### src/rtl/ooo_pkg.sv
// Shared out-of-order core types: datapath widths, opcodes, reservation-station entry layout
// and the operand-capture compare used at dispatch and at wakeup.
package ooo_pkg;

  localparam int DATA_W = 16;
  localparam int TAG_W  = 4;
  localparam int OP_W   = 4;
  localparam int IMM_W  = 8;

  typedef enum logic [OP_W-1:0] {
    OP_ADD     = 4'd0,
    OP_SUB     = 4'd1,
    OP_AND     = 4'd2,
    OP_OR      = 4'd3,
    OP_XOR     = 4'd4,
    OP_MOV_IMM = 4'd5,
    OP_ADD_IMM = 4'd6,
    OP_SHL     = 4'd7,
    OP_SHR     = 4'd8
  } opcode_t;

  typedef struct packed {
    logic              valid;
    logic [TAG_W-1:0]  rob_idx;
    logic [OP_W-1:0]   opcode;
    logic [IMM_W-1:0]  imm;
    logic              a_valid;
    logic [DATA_W-1:0] a_value;
    logic [TAG_W-1:0]  a_owner;
    logic              b_valid;
    logic [DATA_W-1:0] b_value;
    logic [TAG_W-1:0]  b_owner;
  } rs_entry_t;

  typedef struct packed {
    logic [TAG_W-1:0]  rob_idx;
    logic [OP_W-1:0]   opcode;
    logic [IMM_W-1:0]  imm;
    logic [DATA_W-1:0] a;
    logic [DATA_W-1:0] b;
  } issue_t;

  // A missing operand is captured when the broadcast carries its producer's tag.
  function automatic logic cdb_hit(input logic             have,
                                   input logic [TAG_W-1:0] owner,
                                   input logic             cdb_valid,
                                   input logic [TAG_W-1:0] cdb_tag);
    return !have && cdb_valid && (owner == cdb_tag);
  endfunction

endpackage

### src/rtl/fxu_reservation_station_if.sv
// Dispatch, result-broadcast and issue signals between the instruction buffer/CDB/ALU
// (master side) and the FXU reservation station (slave side).
interface fxu_reservation_station_if;
  import ooo_pkg::*;

  logic              flush;
  logic              in_valid;
  logic [TAG_W-1:0]  in_rob_idx;
  logic [OP_W-1:0]   in_opcode;
  logic [IMM_W-1:0]  in_imm;
  logic              in_a_valid;
  logic [DATA_W-1:0] in_a_value;
  logic [TAG_W-1:0]  in_a_owner;
  logic              in_b_valid;
  logic [DATA_W-1:0] in_b_value;
  logic [TAG_W-1:0]  in_b_owner;
  logic              full;
  logic              cdb_valid;
  logic [TAG_W-1:0]  cdb_tag;
  logic [DATA_W-1:0] cdb_value;
  logic              iss_valid;
  logic              iss_ready;
  logic [TAG_W-1:0]  iss_rob_idx;
  logic [OP_W-1:0]   iss_opcode;
  logic [IMM_W-1:0]  iss_imm;
  logic [DATA_W-1:0] iss_a;
  logic [DATA_W-1:0] iss_b;

  modport master (
    output flush, in_valid, in_rob_idx, in_opcode, in_imm,
           in_a_valid, in_a_value, in_a_owner, in_b_valid, in_b_value, in_b_owner,
           cdb_valid, cdb_tag, cdb_value, iss_ready,
    input  full, iss_valid, iss_rob_idx, iss_opcode, iss_imm, iss_a, iss_b
  );

  modport slave (
    input  flush, in_valid, in_rob_idx, in_opcode, in_imm,
           in_a_valid, in_a_value, in_a_owner, in_b_valid, in_b_value, in_b_owner,
           cdb_valid, cdb_tag, cdb_value, iss_ready,
    output full, iss_valid, iss_rob_idx, iss_opcode, iss_imm, iss_a, iss_b
  );

endinterface

### src/rtl/rs_entry.sv
// One reservation-station slot: holds a dispatched op and captures missing operands
// from the result broadcast, both on the dispatch cycle and while waiting.
module rs_entry
  import ooo_pkg::*;
(
  input  logic              clk,
  input  logic              rst_n,
  input  logic              flush,
  input  logic              load,
  input  logic              free,
  input  rs_entry_t         din,
  input  logic              cdb_valid,
  input  logic [TAG_W-1:0]  cdb_tag,
  input  logic [DATA_W-1:0] cdb_value,
  output logic              valid,
  output logic              ready,
  output issue_t            payload
);

  rs_entry_t q;
  logic      a_bypass, b_bypass, a_wake, b_wake;

  assign a_bypass = cdb_hit(din.a_valid, din.a_owner, cdb_valid, cdb_tag);
  assign b_bypass = cdb_hit(din.b_valid, din.b_owner, cdb_valid, cdb_tag);
  assign a_wake   = q.valid && cdb_hit(q.a_valid, q.a_owner, cdb_valid, cdb_tag);
  assign b_wake   = q.valid && cdb_hit(q.b_valid, q.b_owner, cdb_valid, cdb_tag);

  // load and free never coincide: only free slots are loaded, only valid ones are freed.
  always_ff @(posedge clk or negedge rst_n) begin
    if (!rst_n) begin
      q <= '0;
    end else if (flush) begin
      q <= '0;
    end else if (load) begin
      q <= din;
      if (a_bypass) begin
        q.a_valid <= 1'b1;
        q.a_value <= cdb_value;
      end
      if (b_bypass) begin
        q.b_valid <= 1'b1;
        q.b_value <= cdb_value;
      end
    end else begin
      if (free) q.valid <= 1'b0;
      if (a_wake) begin
        q.a_valid <= 1'b1;
        q.a_value <= cdb_value;
      end
      if (b_wake) begin
        q.b_valid <= 1'b1;
        q.b_value <= cdb_value;
      end
    end
  end

  assign valid   = q.valid;
  assign ready   = q.valid && q.a_valid && q.b_valid;
  assign payload = '{rob_idx: q.rob_idx, opcode: q.opcode, imm: q.imm,
                     a: q.a_value, b: q.b_value};

endmodule

### src/rtl/fxu_reservation_station.sv
// FXU reservation station: lowest-free dispatch, lowest-ready select and a registered
// valid/ready issue stage feeding the ALU; full back-pressures the instruction buffer.
module fxu_reservation_station
  import ooo_pkg::*;
#(
  parameter int DEPTH = 4
) (
  input  logic                     clk,
  input  logic                     rst_n,
  fxu_reservation_station_if.slave rs
);

  localparam int IDX_W = (DEPTH > 1) ? $clog2(DEPTH) : 1;

  rs_entry_t        din;
  logic [DEPTH-1:0] entry_valid, entry_ready, load_oh, free_oh;
  issue_t           entry_payload [DEPTH];
  logic [IDX_W-1:0] sel_idx;
  logic             any_ready, dispatch_we, iss_load, iss_valid_q;
  issue_t           iss_q;

  always_comb begin
    din         = '0;
    din.valid   = rs.in_valid;
    din.rob_idx = rs.in_rob_idx;
    din.opcode  = rs.in_opcode;
    din.imm     = rs.in_imm;
    din.a_valid = rs.in_a_valid;
    din.a_value = rs.in_a_value;
    din.a_owner = rs.in_a_owner;
    din.b_valid = rs.in_b_valid;
    din.b_value = rs.in_b_value;
    din.b_owner = rs.in_b_owner;
  end

  assign rs.full     = &entry_valid;
  assign dispatch_we = rs.in_valid && !rs.full && !rs.flush;
  assign any_ready   = |entry_ready;
  assign iss_load    = (!iss_valid_q || rs.iss_ready) && any_ready && !rs.flush;

  // Descending scans so the lowest matching index wins.
  always_comb begin
    load_oh = '0;
    sel_idx = '0;
    for (int i = DEPTH - 1; i >= 0; i--) begin
      if (!entry_valid[i]) begin
        load_oh    = '0;
        load_oh[i] = dispatch_we;
      end
      if (entry_ready[i]) sel_idx = IDX_W'(i);
    end
  end

  always_comb begin
    free_oh = '0;
    for (int i = 0; i < DEPTH; i++) free_oh[i] = iss_load && (sel_idx == IDX_W'(i));
  end

  for (genvar g = 0; g < DEPTH; g++) begin : g_entry
    rs_entry u_entry (
      .clk       (clk),
      .rst_n     (rst_n),
      .flush     (rs.flush),
      .load      (load_oh[g]),
      .free      (free_oh[g]),
      .din       (din),
      .cdb_valid (rs.cdb_valid),
      .cdb_tag   (rs.cdb_tag),
      .cdb_value (rs.cdb_value),
      .valid     (entry_valid[g]),
      .ready     (entry_ready[g]),
      .payload   (entry_payload[g])
    );
  end

  always_ff @(posedge clk or negedge rst_n) begin
    if (!rst_n) begin
      iss_valid_q <= 1'b0;
      iss_q       <= '0;
    end else if (rs.flush) begin
      iss_valid_q <= 1'b0;
    end else if (iss_load) begin
      iss_valid_q <= 1'b1;
      iss_q       <= entry_payload[sel_idx];
    end else if (rs.iss_ready) begin
      iss_valid_q <= 1'b0;
    end
  end

  assign rs.iss_valid   = iss_valid_q;
  assign rs.iss_rob_idx = iss_q.rob_idx;
  assign rs.iss_opcode  = iss_q.opcode;
  assign rs.iss_imm     = iss_q.imm;
  assign rs.iss_a       = iss_q.a;
  assign rs.iss_b       = iss_q.b;

  // The instruction buffer must stall on full; an op offered anyway is dropped.
  dispatch_when_full : assert property (@(posedge clk) disable iff (!rst_n)
    !(rs.in_valid && rs.full && !rs.flush));

endmodule
### src/flat_wrapper.sv
// flat-port wrapper written by rule: the top's interface ports become plain ports
module fxu_reservation_station_flat import ooo_pkg::*;
#(
  parameter int DEPTH = 4
)
  (clk, rst_n, rs_flush, rs_in_valid, rs_in_rob_idx, rs_in_opcode, rs_in_imm, rs_in_a_valid, rs_in_a_value, rs_in_a_owner, rs_in_b_valid, rs_in_b_value, rs_in_b_owner, rs_cdb_valid, rs_cdb_tag, rs_cdb_value, rs_iss_ready, rs_full, rs_iss_valid, rs_iss_rob_idx, rs_iss_opcode, rs_iss_imm, rs_iss_a, rs_iss_b);
  fxu_reservation_station_if rs_i ();
  input  logic clk;
  input  logic rst_n;
  input wire logic [$bits(rs_i.flush)-1:0] rs_flush;
  input wire logic [$bits(rs_i.in_valid)-1:0] rs_in_valid;
  input wire logic [$bits(rs_i.in_rob_idx)-1:0] rs_in_rob_idx;
  input wire logic [$bits(rs_i.in_opcode)-1:0] rs_in_opcode;
  input wire logic [$bits(rs_i.in_imm)-1:0] rs_in_imm;
  input wire logic [$bits(rs_i.in_a_valid)-1:0] rs_in_a_valid;
  input wire logic [$bits(rs_i.in_a_value)-1:0] rs_in_a_value;
  input wire logic [$bits(rs_i.in_a_owner)-1:0] rs_in_a_owner;
  input wire logic [$bits(rs_i.in_b_valid)-1:0] rs_in_b_valid;
  input wire logic [$bits(rs_i.in_b_value)-1:0] rs_in_b_value;
  input wire logic [$bits(rs_i.in_b_owner)-1:0] rs_in_b_owner;
  input wire logic [$bits(rs_i.cdb_valid)-1:0] rs_cdb_valid;
  input wire logic [$bits(rs_i.cdb_tag)-1:0] rs_cdb_tag;
  input wire logic [$bits(rs_i.cdb_value)-1:0] rs_cdb_value;
  input wire logic [$bits(rs_i.iss_ready)-1:0] rs_iss_ready;
  output wire logic [$bits(rs_i.full)-1:0] rs_full;
  output wire logic [$bits(rs_i.iss_valid)-1:0] rs_iss_valid;
  output wire logic [$bits(rs_i.iss_rob_idx)-1:0] rs_iss_rob_idx;
  output wire logic [$bits(rs_i.iss_opcode)-1:0] rs_iss_opcode;
  output wire logic [$bits(rs_i.iss_imm)-1:0] rs_iss_imm;
  output wire logic [$bits(rs_i.iss_a)-1:0] rs_iss_a;
  output wire logic [$bits(rs_i.iss_b)-1:0] rs_iss_b;
  assign rs_i.flush = rs_flush;
  assign rs_i.in_valid = rs_in_valid;
  assign rs_i.in_rob_idx = rs_in_rob_idx;
  assign rs_i.in_opcode = rs_in_opcode;
  assign rs_i.in_imm = rs_in_imm;
  assign rs_i.in_a_valid = rs_in_a_valid;
  assign rs_i.in_a_value = rs_in_a_value;
  assign rs_i.in_a_owner = rs_in_a_owner;
  assign rs_i.in_b_valid = rs_in_b_valid;
  assign rs_i.in_b_value = rs_in_b_value;
  assign rs_i.in_b_owner = rs_in_b_owner;
  assign rs_i.cdb_valid = rs_cdb_valid;
  assign rs_i.cdb_tag = rs_cdb_tag;
  assign rs_i.cdb_value = rs_cdb_value;
  assign rs_i.iss_ready = rs_iss_ready;
  assign rs_full = rs_i.full;
  assign rs_iss_valid = rs_i.iss_valid;
  assign rs_iss_rob_idx = rs_i.iss_rob_idx;
  assign rs_iss_opcode = rs_i.iss_opcode;
  assign rs_iss_imm = rs_i.iss_imm;
  assign rs_iss_a = rs_i.iss_a;
  assign rs_iss_b = rs_i.iss_b;
  fxu_reservation_station #(.DEPTH(DEPTH)) u_core (.clk(clk), .rst_n(rst_n), .rs(rs_i));
endmodule
### config.mk
export PLATFORM = sky130hd
export DESIGN_NAME = fxu_reservation_station_flat
export DESIGN_NICKNAME = d
export VERILOG_FILES = /design/src/rtl/ooo_pkg.sv /design/src/rtl/fxu_reservation_station_if.sv /design/src/rtl/rs_entry.sv /design/src/rtl/fxu_reservation_station.sv /design/src/flat_wrapper.sv
export SDC_FILE = /design/constraint.sdc
export NUM_CORES = 1
export LEC_CHECK = 0
export CAP_MARGIN = 10
export CELL_PAD_IN_SITES_DETAIL_PLACEMENT = 1
export CELL_PAD_IN_SITES_GLOBAL_PLACEMENT = 1
export CORE_MARGIN = 8
export CORE_UTILIZATION = 48
export CTS_CLUSTER_DIAMETER = 80
export DETAILED_ROUTE_END_ITERATION = 8
export HOLD_SLACK_MARGIN = 0.12
export MAX_ROUTING_LAYER = met4
export PLACE_DENSITY = 0.84
export SYNTH_ARGS = -nofsm -noshare
export SYNTH_HDL_FRONTEND = slang
export SYNTH_SLANG_ARGS = --single-unit
### constraint.sdc
create_clock -name clk -period 4.1 [get_ports clk]
set_clock_uncertainty 0.1 [all_clocks]
set_input_delay 1.23 -clock clk [delete_from_list [all_inputs] [get_ports clk]]
set_output_delay 1.23 -clock clk [all_outputs]
set_load 0.005 [all_outputs]
==> flow_metrics.env, run 1 <==
export IMPL_place_ws_ns=0.168
export IMPL_grt_pass1_wl_um=85500
export IMPL_fin_crit_sh_pct=84.8
export IMPL_syn_inst=1473
export IMPL_h_tree_depth=1
export IMPL_power_density_nw_per_um2=471
export IMPL_synth_area_leader_cell="dfrtp_1"
export IMPL_syn_mean_instance_area_sq_um=9.49
export IMPL_start_util_pct=48.7
export IMPL_post_cts_buffers=0
export IMPL_clk_pin_slew_ns=0.06
export IMPL_gp_congestion=0.859
export IMPL_die_height_um=187
export IMPL_grt_total_usage_pct=31.2
export IMPL_finalWirelength_um=54300
export IMPL_synth_flop_cell="dfrtp_1"
export IMPL_hold_ws_ns=0.399
export IMPL_hold_path_class="flip-flop to flip-flop"
export IMPL_dieArea_sq_um=34800
export IMPL_crit_arrival_ns=3.85
export IMPL_syn_area_sq_um=14000
export IMPL_fmax_mhz=288
export IMPL_cp_start_kind="primary input"
export IMPL_cts_root_buf="clkbuf_16"
export IMPL_path_class="primary input to flip-flop"
export IMPL_hpwl_um=32900
export IMPL_drtAntennaViolNets=0
export IMPL_slew_headroom_pct=24.2
export IMPL_postCtsHoldBufs=0
export IMPL_layout_drive_gt1_share_pct=8.40
export IMPL_fin_ws_ns=0.624
export IMPL_critPathRequiredTime_ns=4.48
export IMPL_grt_max_degree=89
export IMPL_netlist_top_cells_count="dfrtp_1, nand2_1, clkbuf_1"
export IMPL_globalRouteOverflowTotal=0
export IMPL_ctsResizeCount=0
export IMPL_fp_row_count=62
export IMPL_first_global_vias=14600
export IMPL_cap_violations=0
export IMPL_tns_ns=0
export IMPL_reg2reg_depth=5
export IMPL_ys_ff_latch=285
export IMPL_cp_buffers_inverters=1
export IMPL_clock_path_buffers=3
export IMPL_finalSetupViolations=0
export IMPL_synth_cell_types=52
export IMPL_cp_end_kind="flip-flop"
export IMPL_cts_tree="yes"
export IMPL_reg2reg_slack_ns=1.36
export IMPL_synth_top_area_share_pct=51.0
export IMPL_wire_per_inst_um=27.8
export IMPL_slew_violations=0
export IMPL_die_width_um=187
export IMPL_cpMaxStageDelayCell="a21oi_2"
export IMPL_crit_family="compound AO/OA/AOI/OAI gates"
export IMPL_synth_area_leaders="dfrtp_1, nand2_1, mux2i_1"
export IMPL_cts_inserted_buffers=31
export IMPL_hold_viol=0
export IMPL_drcViolationCount=0
export IMPL_p_leak_nw=7.37
export IMPL_cp_max_fo=17
export IMPL_tightestPinTransition_ns=1.14
export IMPL_portBuffers=133
export IMPL_vdd_ir_drop_max_uv=285
export IMPL_fp_coreArea_sq_um=28700
export IMPL_status="complete, no violations"
export IMPL_clock_latency_ns=0.56
export IMPL_async_reset_ff_share_pct=100
export IMPL_nets=1632
export IMPL_num_vias=13300
export IMPL_min_to="u_core.g_entry[3].u_entry.payload[15]$_DFFE_PN0P_"
export IMPL_seq_area_frac_synth_pct=51.0
export IMPL_antenna_found_initial=1
export IMPL_whs_path_depth=2
export IMPL_reg2reg_from="u_core.g_entry[1].u_entry.valid$_DFFE_PN0P_"
export IMPL_cp_slowest_stage_delay_ns=0.91
export IMPL_clock_sinks=285
export IMPL_reg2reg_to="u_core.rs.iss_b[0]$_DFFE_PN0P_"
export IMPL_ys_warn_count=0
export IMPL_rsz0062_at_grt="no"
export IMPL_worstHoldStart="u_core.g_entry[3].u_entry.payload[15]$_DFFE_PN0P_"
export IMPL_vias_per_cell=6.81
export IMPL_path_cells="clkdlybuf4s50_1 > xnor2_1 > and3_1 > a21oi_2 > a22oi_1 > a21oi_1"
export IMPL_synthToLayoutAreaGrowth_pct=20.7
export IMPL_drt_iter0_drc=1392
export IMPL_first_pass_iters=7
export IMPL_synth_most_common_cell="dfrtp_1"
export IMPL_synth_edff_count=0
export IMPL_synth_nets=1557
export IMPL_ioPinCount=134
export IMPL_post_route_min_period_ns=3.48
==> per-layer routing <==
layer	share of wire [%]	track usage, %
met3	8.4	5.87
met4	3.4	13.6
met1	42	40.1
met2	46	47.8
met5	0	-
==> power by group <==
part	internal [W]	switching, W	total, W
registers	0.00314	0.000236	0.00338
clock network	0.00194	0.00121	0.00316
logic	0.000704	0.000719	0.00142
==> cells by family after synthesis <==
kind of cell	Yosys count	synth area share, %
flops	285	51.0
mux	62	4.44
buf+inv	152	4.63
compound gates	476	23.5
xor+xnor	40	2.51
simple gates	458	13.9
==> final cells by class <==
| cell class | count | area (sq um) |
|---|---|---|
| Sequential cell | 285 | 7130 |
| Clock buffer | 49 | 943 |
| Tap cell | 384 | 480 |
| Antenna cell | 1 | 2.50 |
| Inverter | 5 | 18.8 |
| Clock inverter | 8 | 196 |
| Multi-Input combinational cell | 1036 | 6280 |
| Timing Repair Buffer | 189 | 1820 |
| Fill cell | 3139 | 11800 |
==> state kept, by name, summed over array words and instances (netlist names) <==
register and count:
u_core.g_entry.u_entry.payload 192, u_core.rs.iss_a 16, u_core.rs.iss_imm 8, u_core.rs.iss_rob_idx 4, u_core.g_entry.u_entry.valid 4, u_core.rs.iss_b 16
u_core.rs.iss_opcode 4, u_core.g_entry.u_entry.q 40, u_core.rs.iss_valid 1
==> cells in the final DEF, fill, tap and decap left out, types with 8 or more instances in the layout <==
cell             instances
a31oi_1                 49
a22oi_1                 47
nor3_1                  11
a211oi_1                33
nor2b_1                 18
clkbuf_8                10
buf_4                   52
o21ai_0                 81
clkdlybuf4s50_1        131
clkbuf_16               31
o22ai_1                 19
clkbuf_1                 8
nor2_1                 100
xor2_1                  21
a21oi_1                 72
nand3_1                 44
dfrtp_1                285
mux2i_1                 62
a22o_1                  24
xnor2_1                 19
o221ai_1                35
a221oi_1                51
and3_1                  17
o211ai_1                49
nand2_1                240
==> stage by stage <==
step | total power (W) | instance area [sq um] | std cells | util (%)
floorplan | 0.00393 | 14000 | 1473 | -
global placement | 0.00474 | 15700 | 1899 | 54.8
detailed placement | 0.00481 | 15700 | 1899 | 54.8
CTS | 0.00796 | 16900 | 1956 | 58.8
global route | 0.00822 | 16900 | 1957 | 58.8
finish | 0.00796 | 16900 | 1957 | 58.8
==> how the worst max path moves through the flow <==
stage	from	end	slack [ns]	cells after the start
3_5_place_dp	rs_cdb_tag[0]	u_core.g_entry[0].u_entry.payload[4]$_DFFE_PN0P_	0.17	6
3_3_place_gp	rs_cdb_tag[0]	u_core.g_entry[0].u_entry.payload[11]$_DFFE_PN0P_	0.38	6
6_report	rs_cdb_tag[0]	u_core.g_entry[0].u_entry.payload[4]$_DFFE_PN0P_	0.62	6
4_1_cts	rs_cdb_tag[0]	u_core.g_entry[0].u_entry.payload[4]$_DFFE_PN0P_	0.71	6
5_1_grt	rs_cdb_tag[0]	u_core.g_entry[0].u_entry.payload[4]$_DFFE_PN0P_	0.59	6
2_1_floorplan	rs_cdb_tag[2]	u_core.g_entry[0].u_entry.payload[31]$_DFFE_PN0P_	1.16	7
==> worst reg2reg max path: cells and delay by family (launching register included) <==
kind	cells	cell delay (ns)
AO/OA/AOI/OAI	2	0.42
buffers and inverters	1	0.42
flip-flops	1	0.59
AND/OR/NAND/NOR	2	1.10
(Power assumes the default switching activity.)
==> run 2, diff against run 1 <==
Settings changed: CORE_UTILIZATION 48 to 45, PLACE_DENSITY 0.84 to 0.8.
Clock period 4.1 ns to 3.2 ns, I/O delays scaled along.
==> flow_metrics.env, run 2 (synthesis gave the netlist of run 1 again) <==
export IMPL_wire_per_inst_um=26.4
export IMPL_cp_max_fo=8
export IMPL_slew_headroom_pct=26.4
export IMPL_dieArea_sq_um=37000
export IMPL_cpMaxStageDelayCell="dfrtp_1"
export IMPL_reg2reg_to="u_core.g_entry[1].u_entry.valid$_DFFE_PN0P_"
export IMPL_globalRouteOverflowTotal=0
export IMPL_clock_sinks=285
export IMPL_die_height_um=192
export IMPL_antenna_found_initial=0
export IMPL_clock_latency_ns=0.50
export IMPL_rsz0062_at_grt="no"
export IMPL_gp_congestion=0.845
export IMPL_reg2reg_depth=6
export IMPL_first_global_vias=14300
export IMPL_status="complete, no violations"
export IMPL_finalSetupViolations=0
export IMPL_nets=1672
export IMPL_fin_crit_sh_pct=97.2
export IMPL_cts_inserted_buffers=34
export IMPL_clock_path_buffers=3
export IMPL_vdd_ir_drop_max_uv=294
export IMPL_fmax_mhz=322
export IMPL_crit_family="flip-flops"
export IMPL_crit_arrival_ns=2.05
export IMPL_layout_common_cells="dfrtp_1, nand2_1, clkdlybuf4s50_1"
export IMPL_drtAntennaViolNets=0
export IMPL_fin_area_sq_um=17300
export IMPL_cp_buffers_inverters=1
export IMPL_dpl_cell_area_sq_um=16200
export IMPL_ioPinCount=134
export IMPL_path_cells="nand2_1 > nor2_1 > clkdlybuf4s50_1"
export IMPL_critPathRequiredTime_ns=2.14
export IMPL_n_fill_cell=3350
export IMPL_cts_tree="yes"
export IMPL_reg2reg_from="u_core.g_entry[1].u_entry.valid$_DFFE_PN0P_"
export IMPL_finalWirelength_um=53100
export IMPL_clk_pin_slew_ns=0.06
export IMPL_drcViolationCount=0
export IMPL_h_tree_depth=2
export IMPL_cap_violations=0
export IMPL_grt_total_usage_pct=29.5
export IMPL_hold_viol=0
export IMPL_fp_row_count=64
export IMPL_cp_slowest_stage_delay_ns=0.59
export IMPL_synthToLayoutAreaGrowth_pct=23.8
export IMPL_ctsResizeCount=0
export IMPL_grt_pass1_wl_um=83100
export IMPL_first_pass_iters=5
export IMPL_antennaDiodeCount=0
export IMPL_slew_violations=0
export IMPL_post_cts_buffers=0
export IMPL_cp_end_kind="output port"
export IMPL_place_ws_ns=-0.173
export IMPL_die_width_um=192
export IMPL_total_power_w=0.0101
export IMPL_post_route_min_period_ns=3.11
export IMPL_hold_path_class="primary input to asynchronous set/reset pin"
export IMPL_layout_drive_gt1_share_pct=10.9
export IMPL_postCtsHoldBufs=0
export IMPL_grt_max_degree=89
export IMPL_reg2reg_slack_ns=0.65
export IMPL_cp_start_kind="flip-flop"
export IMPL_final_common_cell="dfrtp_1"
export IMPL_path_class="flip-flop to output port"
export IMPL_power_density_nw_per_um2=581
export IMPL_drt_iter0_drc=1416
export IMPL_num_vias=13300
export IMPL_fp_coreArea_sq_um=30600
export IMPL_multi_input_area_sq_um=6290
export IMPL_vias_per_cell=6.62
export IMPL_hpwl_um=34000
export IMPL_cts_root_buf="clkbuf_16"
export IMPL_seq_area_sq_um=7130
export IMPL_start_util_pct=45.7
export IMPL_p_leak_nw=7.62
export IMPL_fin_ws_ns=0.0910
export IMPL_portBuffers=133
export IMPL_tightestPinTransition_ns=1.10
export IMPL_largest_reg_flops=192
## run 2: cell count changes in the layout (fill, tap and decap cells not counted), moves of 2 or more
cell / previous run / this run
buf_4: 52 / 74
buf_12: 5 / 20
clkinv_2: 0 / 9
clkbuf_8: 10 / 5
bufinv_16: 6 / 2
clkbuf_16: 31 / 35
clkbuf_1: 8 / 6
## run 2: worst max-delay path by stage
stage	depth (start not counted)	start	end	slack [ns]
2_1_floorplan	7	rs_cdb_tag[2]	u_core.g_entry[0].u_entry.payload[31]$_DFFE_PN0P_	0.53
3_3_place_gp	9	rs_cdb_tag[0]	u_core.g_entry[0].u_entry.payload[27]$_DFFE_PN0P_	-0.05
3_5_place_dp	7	rs_cdb_tag[2]	u_core.g_entry[0].u_entry.payload[13]$_DFFE_PN0P_	-0.17
4_1_cts	3	u_core.g_entry[1].u_entry.valid$_DFFE_PN0P_	rs_full	0.09
5_1_grt	3	u_core.g_entry[1].u_entry.valid$_DFFE_PN0P_	rs_full	0.04
6_report	3	u_core.g_entry[1].u_entry.valid$_DFFE_PN0P_	rs_full	0.09
## run 2: worst register-to-register path, delay by kind of cell, from the launching register on
family                 cells  cell delay (ns)
AOI/OAI and AO/OA          2             0.52
buffers and inverters      1             0.36
DFF                        1             0.59
and+or+nand+nor            3             0.87
## run 2: power by group
group          switching [W]  internal [W]  leakage [nW]
Sequential          0.000308       0.00402          3.73
Combinational       0.000918      0.000948          3.34
Clock                0.00157       0.00229         0.547
Total                0.00279       0.00726          7.62
## run 2: through the flow
step	TNS (ns)	hold WS, ns	std cells	utilization (%)
6_report	0	0.251	2008	56.6
5_1_grt	0	0.266	2008	56.6
4_1_cts	0	0.263	2008	56.6
3_5_place_dp	-3.87	0.375	1948	53.0
3_3_place_gp	-1.03	0.363	1948	53.0
2_1_floorplan	0	0.351	1473	-
## run 2: final cells by class
class	instances	area share, %
flip-flops and latches	285	41.2
multi-input cells	1036	36.3
repair buffers	226	13.2
clock buffers	46	5.59
well taps	396	2.86
clock inverters	14	0.752
inverters	5	0.108
## run 2: routing by layer
layer | up-vias | wire, um | part of all wire (%) | GRT usage, %
met3 | 148 | 4220 | 7.9 | 5.48
met5 | - | 0 | 0 | -
met4 | 0 | 1610 | 3.0 | 11.4
met1 | 6847 | 22000 | 41 | 37.8
met2 | 694 | 25200 | 48 | 46.0
li1 | 5602 | - | - | -
==> run 3, diff against run 2 <==
Settings changed: CORE_MARGIN 8 to 10.
==> flow_metrics.env, run 3 (synthesis gave the netlist of run 1 again) <==
export IMPL_postCtsHoldBufs=0
export IMPL_critical_path_depth=3
export IMPL_tightestPinTransition_ns=0.937
export IMPL_fmax_mhz=320
export IMPL_grt_max_degree=74
export IMPL_status="complete, no violations"
export IMPL_nets=1675
export IMPL_hold_viol=0
export IMPL_total_power_w=0.0102
export IMPL_clock_sinks=285
export IMPL_endpoint="rs_full"
export IMPL_hpwl_um=34600
export IMPL_clock_path_buffers=3
export IMPL_p_leak_nw=7.65
export IMPL_antenna_found_initial=1
export IMPL_vias_per_cell=6.65
export IMPL_start_util_pct=45.7
export IMPL_die_height_um=196
export IMPL_reg2reg_depth=6
export IMPL_drtAntennaViolNets=0
export IMPL_fin_crit_sh_pct=97.7
export IMPL_cp_start_kind="flip-flop"
export IMPL_h_tree_depth=2
export IMPL_portBuffers=133
export IMPL_dp_cells=1951
export IMPL_finalWirelength_um=54800
export IMPL_slew_headroom_pct=37.5
export IMPL_grt_pass1_wl_um=85600
export IMPL_drcViolationCount=0
export IMPL_post_route_min_period_ns=3.13
export IMPL_startpoint="u_core.g_entry[1].u_entry.valid$_DFFE_PN0P_"
export IMPL_cp_end_kind="output port"
export IMPL_final_common_cell="dfrtp_1"
export IMPL_power_density_nw_per_um2=586
export IMPL_clock_latency_ns=0.51
export IMPL_rsz0062_at_grt="no"
export IMPL_finalSetupViolations=0
export IMPL_vdd_ir_drop_max_uv=335
export IMPL_cts_root_buf="clkbuf_16"
export IMPL_cts_inserted_buffers=34
export IMPL_path_class="flip-flop to output port"
export IMPL_cp_slowest_stage_delay_ns=0.57
export IMPL_post_cts_buffers=0
export IMPL_largest_reg_flops=192
export IMPL_drt_iter0_drc=1448
export IMPL_clk_pin_slew_ns=0.06
export IMPL_fp_row_count=64
export IMPL_hold_path_class="primary input to asynchronous set/reset pin"
export IMPL_slew_violations=0
export IMPL_path_cells="nand2_1 > nor2_1 > clkdlybuf4s50_1"
export IMPL_globalRouteOverflowTotal=0
export IMPL_first_pass_iters=6
export IMPL_reg2reg_slack_ns=0.73
export IMPL_synthToLayoutAreaGrowth_pct=24.6
export IMPL_dieArea_sq_um=38500
export IMPL_crit_arrival_ns=2.07
export IMPL_reg2reg_from="u_core.g_entry[1].u_entry.valid$_DFFE_PN0P_"
export IMPL_critPathRequiredTime_ns=2.14
export IMPL_cap_violations=0
export IMPL_fin_cells=2013
export IMPL_gp_congestion=0.877
export IMPL_wire_per_inst_um=27.2
export IMPL_cp_max_fo=8
export IMPL_grt_total_usage_pct=28.6
export IMPL_ioPinCount=134
export IMPL_first_global_vias=14400
export IMPL_cpMaxStageDelayCell="dfrtp_1"
export IMPL_die_width_um=196
export IMPL_ctsResizeCount=0
export IMPL_crit_family="flip-flops"
export IMPL_n_fill_cell=3391
export IMPL_reg2reg_to="u_core.rs.iss_b[1]$_DFFE_PN0P_"
export IMPL_cp_buffers_inverters=1
export IMPL_layout_common_cells="dfrtp_1, nand2_1, clkdlybuf4s50_1"
export IMPL_num_vias=13400
export IMPL_fp_coreArea_sq_um=30600
export IMPL_layout_drive_gt1_share_pct=10.9
export IMPL_cts_tree="yes"
[run 3: cell types whose count changed in the layout (fill, tap and decap cells not counted), sizes merged]
cell / delta
inv: -1
diode: +1
bufinv: +1
clkinv: -5
buf: +3
clkbuf: +6
[run 3: layout make-up]
class                   count  area [sq um]  area share, %
inverters                   5          18.8          0.108
flip-flops and latches    285          7130           40.9
repair buffers            229          2340           13.4
multi-input cells        1036          6290           36.1
well taps                 396           495           2.84
clock inverters             9           126          0.725
clock buffers              52          1020           5.85
diodes                      1          2.50         0.0144
[run 3: worst min path at each step]
stage,start,to,slack (ns),depth (start not counted)
2_1_floorplan,u_core.g_entry[1].u_entry.payload[0]$_DFFE_PN0P_,u_core.g_entry[1].u_entry.payload[0]$_DFFE_PN0P_,0.35,2
3_5_place_dp,u_core.g_entry[1].u_entry.payload[8]$_DFFE_PN0P_,u_core.g_entry[1].u_entry.payload[8]$_DFFE_PN0P_,0.38,2
6_report,rst_n,u_core.rs.iss_imm[5]$_DFFE_PN0P_,0.33,1
4_1_cts,rst_n,u_core.rs.iss_b[15]$_DFFE_PN0P_,0.35,1
3_3_place_gp,u_core.g_entry[1].u_entry.payload[8]$_DFFE_PN0P_,u_core.g_entry[1].u_entry.payload[8]$_DFFE_PN0P_,0.37,2
5_1_grt,rst_n,u_core.rs.iss_imm[3]$_DFFE_PN0P_,0.37,1
[run 3: layer usage]
metal | up-vias | global-route usage (%) | part of all wire [%]
met5 | - | - | 0
met1 | 6919 | 35.7 | 41
met3 | 125 | 6.99 | 9.2
met2 | 721 | 44.5 | 47
met4 | 0 | 9.79 | 2.7
li1 | 5620 | - | -
[run 3: where the power goes]
| group | switching, W | internal, W | leakage [nW] | total (W) |
|---|---|---|---|---|
| clock | 0.00157 | 0.00244 | 0.562 | 0.00401 |
| sequential | 0.000308 | 0.00402 | 3.73 | 0.00433 |
| combinational | 0.000925 | 0.000951 | 3.36 | 0.00188 |
[run 3: metrics by stage]
step | cell area (sq um) | setup TNS, ns | utilization [%] | hold WS [ns] | setup WS (ns)
after floorplan | 14000 | 0 | - | 0.351 | 0.534
after global placement | 16300 | -0.467 | 53.2 | 0.367 | -0.0419
after detailed placement | 16300 | -2.25 | 53.2 | 0.376 | -0.102
after CTS | 17400 | 0 | 56.9 | 0.353 | 0.0736
after global routing | 17400 | 0 | 57.0 | 0.366 | 0.0261
final | 17400 | 0 | 57.0 | 0.326 | 0.0749
